$ cat config.mk
export PLATFORM = sky130hd
export DESIGN_NAME = fifo_sync_param
export DESIGN_NICKNAME = d
export VERILOG_FILES = /design/src/rtl/fifo_sync_param.sv
export SDC_FILE = /design/constraint.sdc
export NUM_CORES = 1
export LEC_CHECK = 0
export BUFFER_PORTS_ARGS = -buffer_cell sky130_fd_sc_hd__buf_2
export CORE_MARGIN = 2
export CORE_UTILIZATION = 55
export CTS_CLUSTER_SIZE = 30
export DETAILED_ROUTE_END_ITERATION = 12
export HOLD_SLACK_MARGIN = 0.05
export PLACE_DENSITY = 0.72
export SETUP_SLACK_MARGIN = 0.05
export SYNTH_ARGS = -nofsm -noshare
export SYNTH_HDL_FRONTEND = slang
export SYNTH_SLANG_ARGS = --single-unit
$ cat constraint.sdc
create_clock -name clk -period 2.75 [get_ports clk]
set_input_delay 0.1375 -clock clk [delete_from_list [all_inputs] [get_ports clk]]
set_output_delay 0.1375 -clock clk [all_outputs]
set_load 0.01 [all_outputs]
$ cat src/rtl/fifo_sync_param.sv
// Parametrised single-clock FIFO with programmable thresholds, occupancy count and reset-busy sequence.
// Latency: read data one edge after an accepted read; with FIFO_FWFT_EN, head word visible two edges after a write into empty.
// Backpressure: writes while full and reads while empty are dropped and flagged by one-cycle overflow/underflow pulses.
// Optional feature macro: FIFO_FWFT_EN (first-word-fall-through output stage).
module fifo_sync_param #(
  parameter int DATA_WIDTH        = 16,
  parameter int DEPTH             = 16,
  parameter int PROG_FULL_THRESH  = DEPTH - 2,
  parameter int PROG_EMPTY_THRESH = 2,
  parameter int RST_BUSY_CYCLES   = 4
) (
  input  logic                    clk,
  input  logic                    resetn,
  input  logic [DATA_WIDTH-1:0]   din,
  input  logic                    wr_en,
  input  logic                    rd_en,
  output logic [DATA_WIDTH-1:0]   dout,
  output logic                    valid,
  output logic                    full,
  output logic                    almost_full,
  output logic                    prog_full,
  output logic                    empty,
  output logic                    prog_empty,
  output logic                    overflow,
  output logic                    underflow,
  output logic [$clog2(DEPTH):0]  data_count,
  output logic                    wr_rst_busy,
  output logic                    rd_rst_busy
);

  localparam int AW = $clog2(DEPTH);
  localparam int CW = AW + 1;
  localparam int BW = $clog2(RST_BUSY_CYCLES + 1);

  localparam logic [1:0] ST_RESET = 2'd0;
  localparam logic [1:0] ST_BUSY  = 2'd1;
  localparam logic [1:0] ST_RUN   = 2'd2;

  logic [DATA_WIDTH-1:0] mem [DEPTH];
  logic [AW-1:0]         wr_ptr;
  logic [AW-1:0]         rd_ptr;
  logic [1:0]            state;
  logic [BW-1:0]         busy_cnt;

  logic                  busy_done;
  logic                  busy_nxt;
  logic                  wr_acc;
  logic                  rd_acc;
  logic                  dout_load;
  logic                  valid_nxt;
  logic                  empty_nxt;
  logic [CW-1:0]         count_nxt;

  // Flags are registered, so acceptance uses the pre-edge full/empty.
  assign wr_acc = wr_en & ~full;
  assign rd_acc = rd_en & ~empty;

  assign busy_done = (state != ST_RUN) && (busy_cnt == BW'(RST_BUSY_CYCLES - 1));
  assign busy_nxt  = (state != ST_RUN) && !busy_done;

  // Occupancy: simultaneous accepted write and read cancel out.
  always_comb begin
    count_nxt = data_count;
    case ({wr_acc, rd_acc})
      2'b10:   count_nxt = data_count + CW'(1);
      2'b01:   count_nxt = data_count - CW'(1);
      default: count_nxt = data_count;
    endcase
  end

`ifdef FIFO_FWFT_EN
  logic [CW-1:0] ram_words;

  // Output stage holds the head word; refill it from RAM when it is free or being popped.
  always_comb begin
    ram_words = data_count - CW'(valid);
    dout_load = (ram_words != '0) && (!valid || rd_acc);
    valid_nxt = dout_load || (valid && !rd_acc);
    empty_nxt = busy_nxt || !valid_nxt;
  end
`else
  // Standard mode: RAM read happens on the accepting edge, no prefetch.
  always_comb begin
    dout_load = rd_acc;
    valid_nxt = rd_acc;
    empty_nxt = busy_nxt || (count_nxt == '0);
  end
`endif

  // Reset-busy sequencer: RESET -> BUSY -> RUN, busy drops on the RST_BUSY_CYCLES-th edge.
  always_ff @(posedge clk or negedge resetn) begin
    if (!resetn) begin
      state    <= ST_RESET;
      busy_cnt <= '0;
    end else begin
      case (state)
        ST_RESET, ST_BUSY: begin
          if (busy_done) begin
            state <= ST_RUN;
          end else begin
            state    <= ST_BUSY;
            busy_cnt <= busy_cnt + BW'(1);
          end
        end
        ST_RUN:  state <= ST_RUN;
        default: state <= ST_RESET;
      endcase
    end
  end

  // Storage array: no reset so it maps onto inferred RAM.
  always_ff @(posedge clk) begin
    if (wr_acc) mem[wr_ptr] <= din;
  end

  // Pointers and read data path.
  always_ff @(posedge clk or negedge resetn) begin
    if (!resetn) begin
      wr_ptr <= '0;
      rd_ptr <= '0;
      dout   <= '0;
      valid  <= 1'b0;
    end else begin
      if (wr_acc)    wr_ptr <= wr_ptr + AW'(1);
      if (dout_load) begin
        rd_ptr <= rd_ptr + AW'(1);
        dout   <= mem[rd_ptr];
      end
      valid <= valid_nxt;
    end
  end

  // Count and status flags, all updated together from the next occupancy.
  always_ff @(posedge clk or negedge resetn) begin
    if (!resetn) begin
      data_count  <= '0;
      full        <= 1'b1;
      empty       <= 1'b1;
      almost_full <= 1'b0;
      prog_full   <= 1'b0;
      prog_empty  <= 1'b1;
      overflow    <= 1'b0;
      underflow   <= 1'b0;
      wr_rst_busy <= 1'b1;
      rd_rst_busy <= 1'b1;
    end else begin
      data_count  <= count_nxt;
      full        <= busy_nxt || (count_nxt == CW'(DEPTH));
      empty       <= empty_nxt;
      almost_full <= count_nxt >= CW'(DEPTH - 1);
      prog_full   <= count_nxt >= CW'(PROG_FULL_THRESH);
      prog_empty  <= count_nxt <= CW'(PROG_EMPTY_THRESH);
      overflow    <= wr_en & full;
      underflow   <= rd_en & empty;
      wr_rst_busy <= busy_nxt;
      rd_rst_busy <= busy_nxt;
    end
  end

endmodule

==> results of run 1 <==
worst paths after layout:
path / to / slack, ns / depth (start not counted)
max in group asynchronous: rd_ptr[0] / 1.67 / 2
worst min register to register: state[1] / 0.47 / 1
min in group clk: overflow / 0.38 / 3
worst max register to register: almost_full / 0.12 / 10
worst min-delay path: almost_full / 0.32 / 2
worst max-delay path: almost_full / 0.12 / 10
per-layer routing:
layer	part of all wire, %	global-route usage (%)	routed length (um)
met1	40	28.8	9470
met2	52	37.7	12100
met3	6.1	3.18	1430
met4	1.7	5.94	403
met5	0	0	0
cells by family (layout without fill, tap and decap cells):
kind of cell	count (synthesis)	count (layout)	share of synthesized area, %
multiplexers	82	82	15.9
AND/OR/NAND/NOR	108	108	3.95
buffers and inverters	38	165	2.19
adder cells (fa/ha/maj)	9	9	0.956
XOR/XNOR	12	12	0.956
AO/OA/AOI/OAI	28	28	1.58
flip-flops	299	299	74.5
worst max-delay path, stage by stage, from the launching register on:
cell	delay, ns
sky130_fd_sc_hd__dfstp_2	0.53
sky130_fd_sc_hd__and2b_1	0.19
sky130_fd_sc_hd__nor2_1	0.17
sky130_fd_sc_hd__xor2_1	0.11
sky130_fd_sc_hd__ha_1	0.23
sky130_fd_sc_hd__a21oi_1	0.21
sky130_fd_sc_hd__a21boi_2	0.30
sky130_fd_sc_hd__nor3_1	0.11
sky130_fd_sc_hd__and3b_1	0.22
sky130_fd_sc_hd__a311oi_1	0.30
sky130_fd_sc_hd__a21oi_1	0.13
flip-flops by register name, summed over array words and instances (netlist names):
name / count
almost_full: 1
mem: 256
prog_full: 1
full: 1
data_count: 5
wr_ptr: 4
state: 2
overflow: 1
prog_empty: 1
rd_ptr: 4
valid: 1
rd_rst_busy: 1
empty: 1
underflow: 1
busy_cnt: 3
dout: 16
metrics by stage:
| stage | util (%) | power (mW) | cells |
|---|---|---|---|
| after CTS | 64.9 | 14.1 | 978 |
| after global placement | 59.3 | 9.94 | 903 |
| after floorplan | - | 8.96 | 576 |
| after global routing | 64.9 | 14.6 | 978 |
| final | 64.9 | 14.0 | 978 |
| after detailed placement | 59.3 | 10.1 | 903 |
power breakdown:
group / total (mW) / switching (mW) / internal, mW / leakage, nW
Clock: 3.95 / 1.60 / 2.35 / 0.482
Combinational: 3.97 / 2.00 / 1.98 / 1.47
Sequential: 6.04 / 0.438 / 5.61 / 2.82
Total: 14.0 / 4.04 / 9.93 / 4.77
placed cells by master (no fill, tap or decap), types with 13 or more instances in the layout:
master | synthesis | final
sky130_fd_sc_hd__dfrtp_1 | 39 | 37
sky130_fd_sc_hd__clkbuf_16 | 0 | 31
sky130_fd_sc_hd__dlygate4sd3_1 | 0 | 19
sky130_fd_sc_hd__buf_4 | 7 | 27
sky130_fd_sc_hd__mux4_2 | 67 | 67
sky130_fd_sc_hd__nand2_1 | 62 | 62
sky130_fd_sc_hd__edfxtp_1 | 256 | 256
sky130_fd_sc_hd__buf_2 | 10 | 50
sky130_fd_sc_hd__nor2_1 | 23 | 23
sky130_fd_sc_hd__mux4_1 | 13 | 13
final cells by class:
type	instances	area, um2	area share (%)
clock buffers	43	861	6.31
clock inverters	13	110	0.807
inverters	8	31.3	0.229
multi-input cells	239	2780	20.4
flip-flops and latches	299	8770	64.3
well taps	275	344	2.52
repair buffers	101	743	5.45
timing repair:
item                                    4_1_cts  5_1_grt
resized for setup                             0        2
endpoints found under the setup margin        0        5
hold endpoints to repair                    297        0
hold buffers                                 19        0
==> results.txt, run 1 <==
----------------------------------------------------
[Synthesis]
  Dominant cells by area after synthesis ... sky130_fd_sc_hd__edfxtp_1, sky130_fd_sc_hd__mux4_2, sky130_fd_sc_hd__dfrtp_1, sky130_fd_sc_hd__mux4_1, sky130_fd_sc_hd__nand2_1
  Synthesis-stage register bit count ... 299
  Synth cell count leaders ... sky130_fd_sc_hd__edfxtp_1, sky130_fd_sc_hd__mux4_2, sky130_fd_sc_hd__nand2_1
  Sequential share of the synthesized area ... 74.5%
  Most frequent cell after synthesis ... sky130_fd_sc_hd__edfxtp_1
  Number of different library cells in the post-synthesis netlist ... 47
  Cell area after technology mapping ... 0.0118 mm2
  Net count of the mapped netlist ... 605
  EDFF count, synth ... 256
  Top-area cell type share of the netlist area ... 65.3%
  Top flip-flop cell by instance count after synthesis ... sky130_fd_sc_hd__edfxtp_1
  Synth Instances ... 576
  Average cell area after synthesis ... 20.4 um2
  Async set-reset flop share out of synthesis ... 14.4%
  Total of warnings raised by yosys ... 0
  Post-synth top area cell ... sky130_fd_sc_hd__edfxtp_1

[CTS]
  Number of clock buffers inserted by TritonCTS ... 30
  Clock sink total ... 299
  Level count of the clock H-tree ... 1
  CTS max path bufs ... 3
  CTS tree ... done
  Worst-skew pair later-pin latency ... 0.55 ns
  Post-CTS setup repair buffer count ... 0
  CTS clk-pin slew, worst paths ... 0.06 ns
  Root Buffer ... sky130_fd_sc_hd__clkbuf_16

[Critical path]
  Startpoint of the lowest-slack register-to-register path ... full
  Critical path required time ... 3.17 ns
  Max FO, Critical Path ... 5
  Category of the worst setup path capture point ... register
  Worst EP arrival ... 3.05 ns
  Type of the setup path with the least slack ... reg2reg
  Crit path from ... full
  Critical path startpoint category ... register

[Detailed routing]
  Vias per cell ... 5.96
  DR iter-0 viols ... 470
  Residual antenna-violating net count after detailed routing ... 0
  Wire per inst ... 24.0 um
  Overall via count from detail_route ... 5825
  # DRC ... 0
  First-pass DRT Iterations ... 4
  Total routed wirelength ... 23.4 mm

[Global routing]
  Leftover overflow at the end of global routing ... 0
  Pin count of the biggest net entering global routing ... 60
  Global-route wire length before repair ... 35.7 mm
  Number of global-route vias before repair ... 6119
  Total GRT Usage ... 21.6%
  Number of antenna violations at the first check in global routing ... 0

[STA]
  Final hold slack ... 0.322 ns
  Final count of negative-setup-slack endpoints ... 0
  Max Transition Viols Final ... 0
  Number of endpoints with negative hold slack in the final report ... 0
  Unrepaired setup endpoints after global routing ... false
  Transition at the pin with the smallest max-transition slack ... 1.06 ns
  Minimum period implied by the final worst setup slack ... 2.63 ns
  Final Cycle Share ... 95.7%
  Highest clock frequency the design can meet ... 0.380 GHz
  Total negative slack ... 0 ns
  Worst path setup slack after routing ... 0.119 ns
  Remaining max-slew budget at the tightest pin ... 29.6%
  Clock Skew ... 0.0121 ns

[Finish]
  # nets final ... 708
  Layout area overhead ... 15.8%
  Final Cell Area ... 0.0136 mm2
  Share of cells above drive strength 1 ... 30.2%
  Layout fillers ... 1355
  Diodes inserted ... 0

[Place]
  Detail Placement HPWL ... 13.0 mm
  Port bufs ... 50
  Instance area at placement ... 0.0125 mm2
  Pre-CTS setup slack ... 0.209 ns
  Final weighted congestion in routability-driven placement ... 0.866

[Die]
  Die span in y ... 150 um
  Die width ... 150 um
  Die area ... 0.0226 mm2
  Floorplan Core Area ... 0.0210 mm2
  Initial core utilization ... 56.0%
  Total number of placement rows ... 53
  IO Count ... 51

[Flow run]
  MaxCap Viol Count ... 0

[Status]
  Outcome ... finished clean

[Worst hold path]
  Min-delay worst type ... in2async

[Pwr]
  Peak supply drop ... 549 uV
  Power density of the placed cells ... 1020 mW/mm2
  Static leakage ... 4.77 nW

----------------------------------------------------
Note: power is estimated with default switching activity, not from simulation.
==> run 2: changes to the inputs <==
- CORE_UTILIZATION: 55 -> 61
- PLACE_DENSITY: 0.72 -> 0.79
==> results.txt, run 2 (synthesized netlist as in run 1, its figures left out) <==
----------------------------------------------------
[STA]
  Final count of negative-setup-slack endpoints ... 0
  Transition at the pin with the smallest max-transition slack ... 0.682 ns
  Clock Skew ... 0.0251 ns
  Number of endpoints with negative hold slack in the final report ... 0
  Minimum period implied by the final worst setup slack ... 2.58 ns
  Unrepaired setup endpoints after global routing ... false
  Remaining max-slew budget at the tightest pin ... 54.5%
  Final Cycle Share ... 93.7%
  Highest clock frequency the design can meet ... 0.388 GHz
  Total negative slack ... 0 ns
  Max Transition Viols Final ... 0

[Global routing]
  Total GRT Usage ... 25.2%
  Pin count of the biggest net entering global routing ... 68
  Global-route wire length before repair ... 37.3 mm
  Number of antenna violations at the first check in global routing ... 0
  Leftover overflow at the end of global routing ... 0
  Number of global-route vias before repair ... 6316

[Place]
  Port bufs ... 50
  Detail Placement HPWL ... 14.6 mm
  Final weighted congestion in routability-driven placement ... 0.832
  Cell count after placement ... 900

[CTS]
  Post-CTS setup repair buffer count ... 0
  CTS clk-pin slew, worst paths ... 0.07 ns
  CTS max path bufs ... 3
  Clock sink total ... 299
  Root Buffer ... sky130_fd_sc_hd__clkbuf_16
  Level count of the clock H-tree ... 1
  CTS tree ... done
  Worst-skew pair later-pin latency ... 0.54 ns
  Number of clock buffers inserted by TritonCTS ... 29

[Critical path]
  Largest stage delay on the critical path ... 0.53 ns
  Slowest cell on crit path ... sky130_fd_sc_hd__dfstp_2
  Cells traversed along the worst timing path ... and2b_1 > nor2_1 > xor2_1 > ha_1 > a21oi_1 > a21boi_2 > or2_2 > a21o_1 > a41oi_1 > o21ai_1
  Max FO, Critical Path ... 5
  Critical path required time ... 3.21 ns
  Reg2Reg Depth ... 10
  Type of the setup path with the least slack ... reg2reg
  Category of the worst setup path capture point ... register
  Critical path startpoint category ... register
  Worst EP arrival ... 3.04 ns

[Finish]
  # nets final ... 719
  Layout area overhead ... 15.9%
  Final cell count without fillers ... 970
  Share of cells above drive strength 1 ... 31.7%
  Commonest cells after routing, fill and taps aside ... sky130_fd_sc_hd__edfxtp_1, sky130_fd_sc_hd__mux4_2, sky130_fd_sc_hd__nand2_1
  Commonest non-fill, non-tap cell in the layout ... sky130_fd_sc_hd__edfxtp_1
  Biggest regs ... mem: 256 flops, dout: 16 flops, data_count: 5 flops
  Layout fillers ... 1071
  Diodes inserted ... 0
  Top register by number of flip-flops ... mem
  Largest register FFs ... 256

[Pwr]
  Static leakage ... 4.79 nW
  Sequential group share of total power ... 43.4%
  Peak supply drop ... 596 uV
  Combinational group share of total power ... 29.6%
  Sw frac ... 29.8%
  Power dissipated by switching net loads ... 4.12 mW
  Internal portion of total power ... 9.71 mW
  Clk network pwr share ... 27.0%
  Power density of the placed cells ... 1010 mW/mm2

[Die]
  Total number of placement rows ... 50
  Die area ... 0.0204 mm2
  IO Count ... 51
  Initial core utilization ... 62.5%
  Die width ... 143 um
  Floorplan Core Area ... 0.0188 mm2
  Die span in y ... 143 um

[Detailed routing]
  Residual antenna-violating net count after detailed routing ... 0
  Vias per cell ... 6.15
  DR iter-0 viols ... 472
  Wire per inst ... 25.3 um
  First-pass DRT Iterations ... 4
  # DRC ... 0
  Overall via count from detail_route ... 5963
  Total routed wirelength ... 24.5 mm

[Worst hold path]
  Min-delay worst type ... in2async

[Flow run]
  MaxCap Viol Count ... 0

[Status]
  Outcome ... finished clean

----------------------------------------------------
[run 2: critical path: cells and delay by family, from the launching register on]
family | cells | cell delay, ns
AOI/OAI and AO/OA | 5 | 0.86
xor gates and xnor gates | 1 | 0.20
adders and majority gates | 1 | 0.22
DFF | 1 | 0.53
and+or+nand+nor | 3 | 0.69
[run 2: cell type report]
cell class | count | area (um2) | share of cell area [%]
Timing Repair Buffer | 113 | 821 | 6.02
Inverter | 8 | 31.3 | 0.229
Sequential cell | 299 | 8770 | 64.3
Clock buffer | 38 | 790 | 5.79
Clock inverter | 13 | 106 | 0.779
Tap cell | 260 | 325 | 2.38
Multi-Input combinational cell | 239 | 2800 | 20.5
[run 2: repair_timing]
action	in CTS	in global routing
hold buffers	19	0
endpoints found under the hold margin	288	0
gates resized for setup	0	5
endpoints found under the setup margin	0	5
[run 2: through the flow]
stage	hold slack [ns]	utilization (%)	power (mW)	setup WS [ns]	cell area, um2
floorplan	-0.158	-	8.96	0.249	11800
global placement	0.150	66.5	9.93	0.300	12500
detailed placement	0.171	66.5	10.1	0.169	12500
CTS	0.137	72.3	13.9	0.183	13600
global route	0.195	72.5	14.4	0.0358	13600
finish	0.122	72.5	13.8	0.172	13600
[run 2: worst paths after layout]
check	startpoint	endpoint	slack (ns)
max in group asynchronous	resetn	dout[7]	1.97
min	resetn	data_count[1]	0.12
min reg2reg	state[0]	state[1]	0.46
min in group clk	wr_en	overflow	0.36
max reg2reg	full	full	0.17
max	full	full	0.17
[run 2: power groups by stage]
stage          clock, mW  combinational [mW]  sequential (mW)
2_1_floorplan          0                2.99             5.97
3_3_place_gp           0                3.91             6.02
3_5_place_dp           0                4.00             6.08
4_1_cts             3.79                4.07             6.00
5_1_grt             3.96                4.40             6.06
6_report            3.74                4.09             6.00
[run 2: layer usage]
| metal | routed length (um) | share of wire [%] | GRT usage, % |
|---|---|---|---|
| met1 | 9190 | 37 | 33.0 |
| met2 | 13100 | 53 | 43.9 |
| met3 | 1620 | 6.6 | 3.82 |
| met4 | 623 | 2.5 | 8.18 |
| met5 | 0 | 0 | 0 |
==> run 3: changes to the inputs <==
- CORE_UTILIZATION: 61 -> 66
- PLACE_DENSITY: 0.79 -> 0.85
- clock period: 2.75 -> 3.2 ns (I/O delays scaled with it)
==> results.txt, run 3 (synthesized netlist as in run 1, its figures left out) <==
----------------------------------------------------
[Critical path]
  Cells traversed along the worst timing path ... and2b_1 > inv_1 > ha_1 > o31a_1 > a2111o_1 > a21oi_2 > xnor2_2 > clkinv_2 > a21oi_1 > a21boi_1
  Crit-path leading delay family ... compound AO/OA/AOI/OAI gates
  Worst EP arrival ... 3.42 ns
  Category of the worst setup path capture point ... register
  Sum of buffers and inverters on the critical path ... 2
  Slowest cell on crit path ... sky130_fd_sc_hd__and2b_1
  Largest stage delay on the critical path ... 0.52 ns
  Max FO, Critical Path ... 14
  Critical path startpoint category ... register
  Type of the setup path with the least slack ... reg2reg
  Critical path required time ... 3.66 ns

[Die]
  Initial core utilization ... 67.8%
  Floorplan Core Area ... 0.0174 mm2
  IO Count ... 51
  Die width ... 138 um
  Die span in y ... 138 um
  Total number of placement rows ... 48
  Die area ... 0.0189 mm2

[Finish]
  # nets final ... 707
  Layout fillers ... 853
  Top register by number of flip-flops ... mem
  Utilization of the core after routing ... 78.0%
  Commonest non-fill, non-tap cell in the layout ... sky130_fd_sc_hd__edfxtp_1
  Diodes inserted ... 0
  Share of cells above drive strength 1 ... 30.8%
  Commonest cells after routing, fill and taps aside ... sky130_fd_sc_hd__edfxtp_1, sky130_fd_sc_hd__mux4_2, sky130_fd_sc_hd__nand2_1
  Biggest regs ... mem: 256 flops, dout: 16 flops, data_count: 5 flops
  Layout area overhead ... 15.0%
  Final Cell Area ... 0.0135 mm2
  Largest register FFs ... 256

[Pwr]
  Internal portion of total power ... 8.37 mW
  Combinational group share of total power ... 29.3%
  Power density of the placed cells ... 891 mW/mm2
  Clk network pwr share ... 27.1%
  Sequential group share of total power ... 43.6%
  Sw frac ... 30.6%
  Power dissipated by switching net loads ... 3.69 mW
  Peak supply drop ... 548 uV
  Static leakage ... 4.76 nW

[Global routing]
  GR Util met2 ... 50.1%
  Met3 track demand over resource in global routing ... 5.67%
  Global-route wire length before repair ... 38.8 mm
  Total GRT Usage ... 29.1%
  Met1 Use GR ... 37.2%
  Pin count of the biggest net entering global routing ... 68
  Number of global-route vias before repair ... 6388
  Busiest metal layer after global routing ... met2
  Leftover overflow at the end of global routing ... 0
  Number of antenna violations at the first check in global routing ... 0

[Detailed routing]
  Total routed wirelength ... 26.1 mm
  Vias per cell ... 6.71
  First-pass DRT Iterations ... 7
  Residual antenna-violating net count after detailed routing ... 0
  Wire per inst ... 28.2 um
  # DRC ... 0
  DR iter-0 viols ... 524
  Overall via count from detail_route ... 6218

[STA]
  Total negative slack ... 0 ns
  Minimum period implied by the final worst setup slack ... 2.96 ns
  Max Transition Viols Final ... 0
  Unrepaired setup endpoints after global routing ... false
  Highest clock frequency the design can meet ... 0.338 GHz
  Remaining max-slew budget at the tightest pin ... 28.0%
  Clock Skew ... 0.0223 ns
  Transition at the pin with the smallest max-transition slack ... 1.08 ns
  Final Cycle Share ... 92.5%
  Final count of negative-setup-slack endpoints ... 0
  Worst path setup slack after routing ... 0.241 ns
  Number of endpoints with negative hold slack in the final report ... 0

[CTS]
  Worst-skew pair later-pin latency ... 0.55 ns
  CTS clk-pin slew, worst paths ... 0.06 ns
  CTS max path bufs ... 3
  Number of clock buffers inserted by TritonCTS ... 29
  Clock sink total ... 299
  Post-CTS setup repair buffer count ... 0
  Level count of the clock H-tree ... 1
  CTS tree ... done
  Root Buffer ... sky130_fd_sc_hd__clkbuf_16

[Place]
  Instance area at placement ... 0.0124 mm2
  Detail Placement HPWL ... 14.7 mm
  Final weighted congestion in routability-driven placement ... 0.901
  Port bufs ... 50
  Pre-CTS setup slack ... 0.343 ns

[Worst hold path]
  Min-delay worst type ... in2async

[Flow run]
  MaxCap Viol Count ... 0

[Status]
  Outcome ... finished clean

----------------------------------------------------
[run 3: changes by cell type in the layout (fill, tap and decap cells not counted), sizes merged]
cell	before	now
bufinv	1	2
buf	94	82
clkbuf	38	36
inv	7	9
clkinv	11	14
clkinvlp	2	1
[run 3: final timing paths]
check / startpoint / to / slack, ns / cells after the start
min in group clk: wr_en / overflow / 0.40 / 3
hold / removal: resetn / data_count[1] / 0.36 / 2
setup / recovery: full / prog_empty / 0.24 / 10
hold reg to reg: dout[2] / dout[2] / 0.47 / 2
max in group asynchronous: resetn / rd_ptr[0] / 2.03 / 2
setup reg to reg: full / prog_empty / 0.24 / 10
[run 3: cell type report]
| type | count | area [um2] | area share, % |
|---|---|---|---|
| clock buffers | 36 | 762 | 5.63 |
| clock inverters | 18 | 151 | 1.12 |
| inverters | 8 | 31.3 | 0.231 |
| multi-input cells | 239 | 2790 | 20.6 |
| flip-flops and latches | 299 | 8770 | 64.8 |
| well taps | 225 | 282 | 2.08 |
| repair buffers | 101 | 756 | 5.58 |
[run 3: metrics by stage]
stage / instances / hold WS [ns] / total power [mW]
6_report: 926 / 0.358 / 12.1
5_1_grt: 926 / 0.407 / 12.5
4_1_cts: 926 / 0.372 / 12.1
3_5_place_dp: 853 / 0.404 / 8.70
3_3_place_gp: 853 / 0.382 / 8.47
2_1_floorplan: 576 / -0.136 / 7.70
[run 3: per-layer routing]
metal  up-vias  part of all wire [%]
li1       2516                     -
met3        83                   8.4
met5         -                     0
met2       394                    52
met4         0                   3.9
met1      3225                    35
[run 3: worst reg2reg max path: cells and delay by family (launching register included)]
family / cells / cell delay [ns]
adders and majority gates: 1 / 0.31
AOI/OAI and AO/OA: 5 / 1.19
xor gates and xnor gates: 1 / 0.16
DFF: 1 / 0.37
and+or+nand+nor: 1 / 0.52
buffers and inverters: 2 / 0.32
[run 3: power groups by stage]
stage	Sequential [mW]	Combinational (mW)	Clock, mW
3_5_place_dp	5.31	3.39	0
4_1_cts	5.25	3.51	3.29
6_report	5.26	3.54	3.27
2_1_floorplan	5.13	2.57	0
3_3_place_gp	5.25	3.21	0
5_1_grt	5.30	3.78	3.43
[run 3: what timing repair did]
item | in CTS | in global routing
endpoints found under the setup margin | 0 | 2
gates resized for setup | 0 | 3
hold buffers | 19 | 0
hold endpoints to repair | 297 | 0
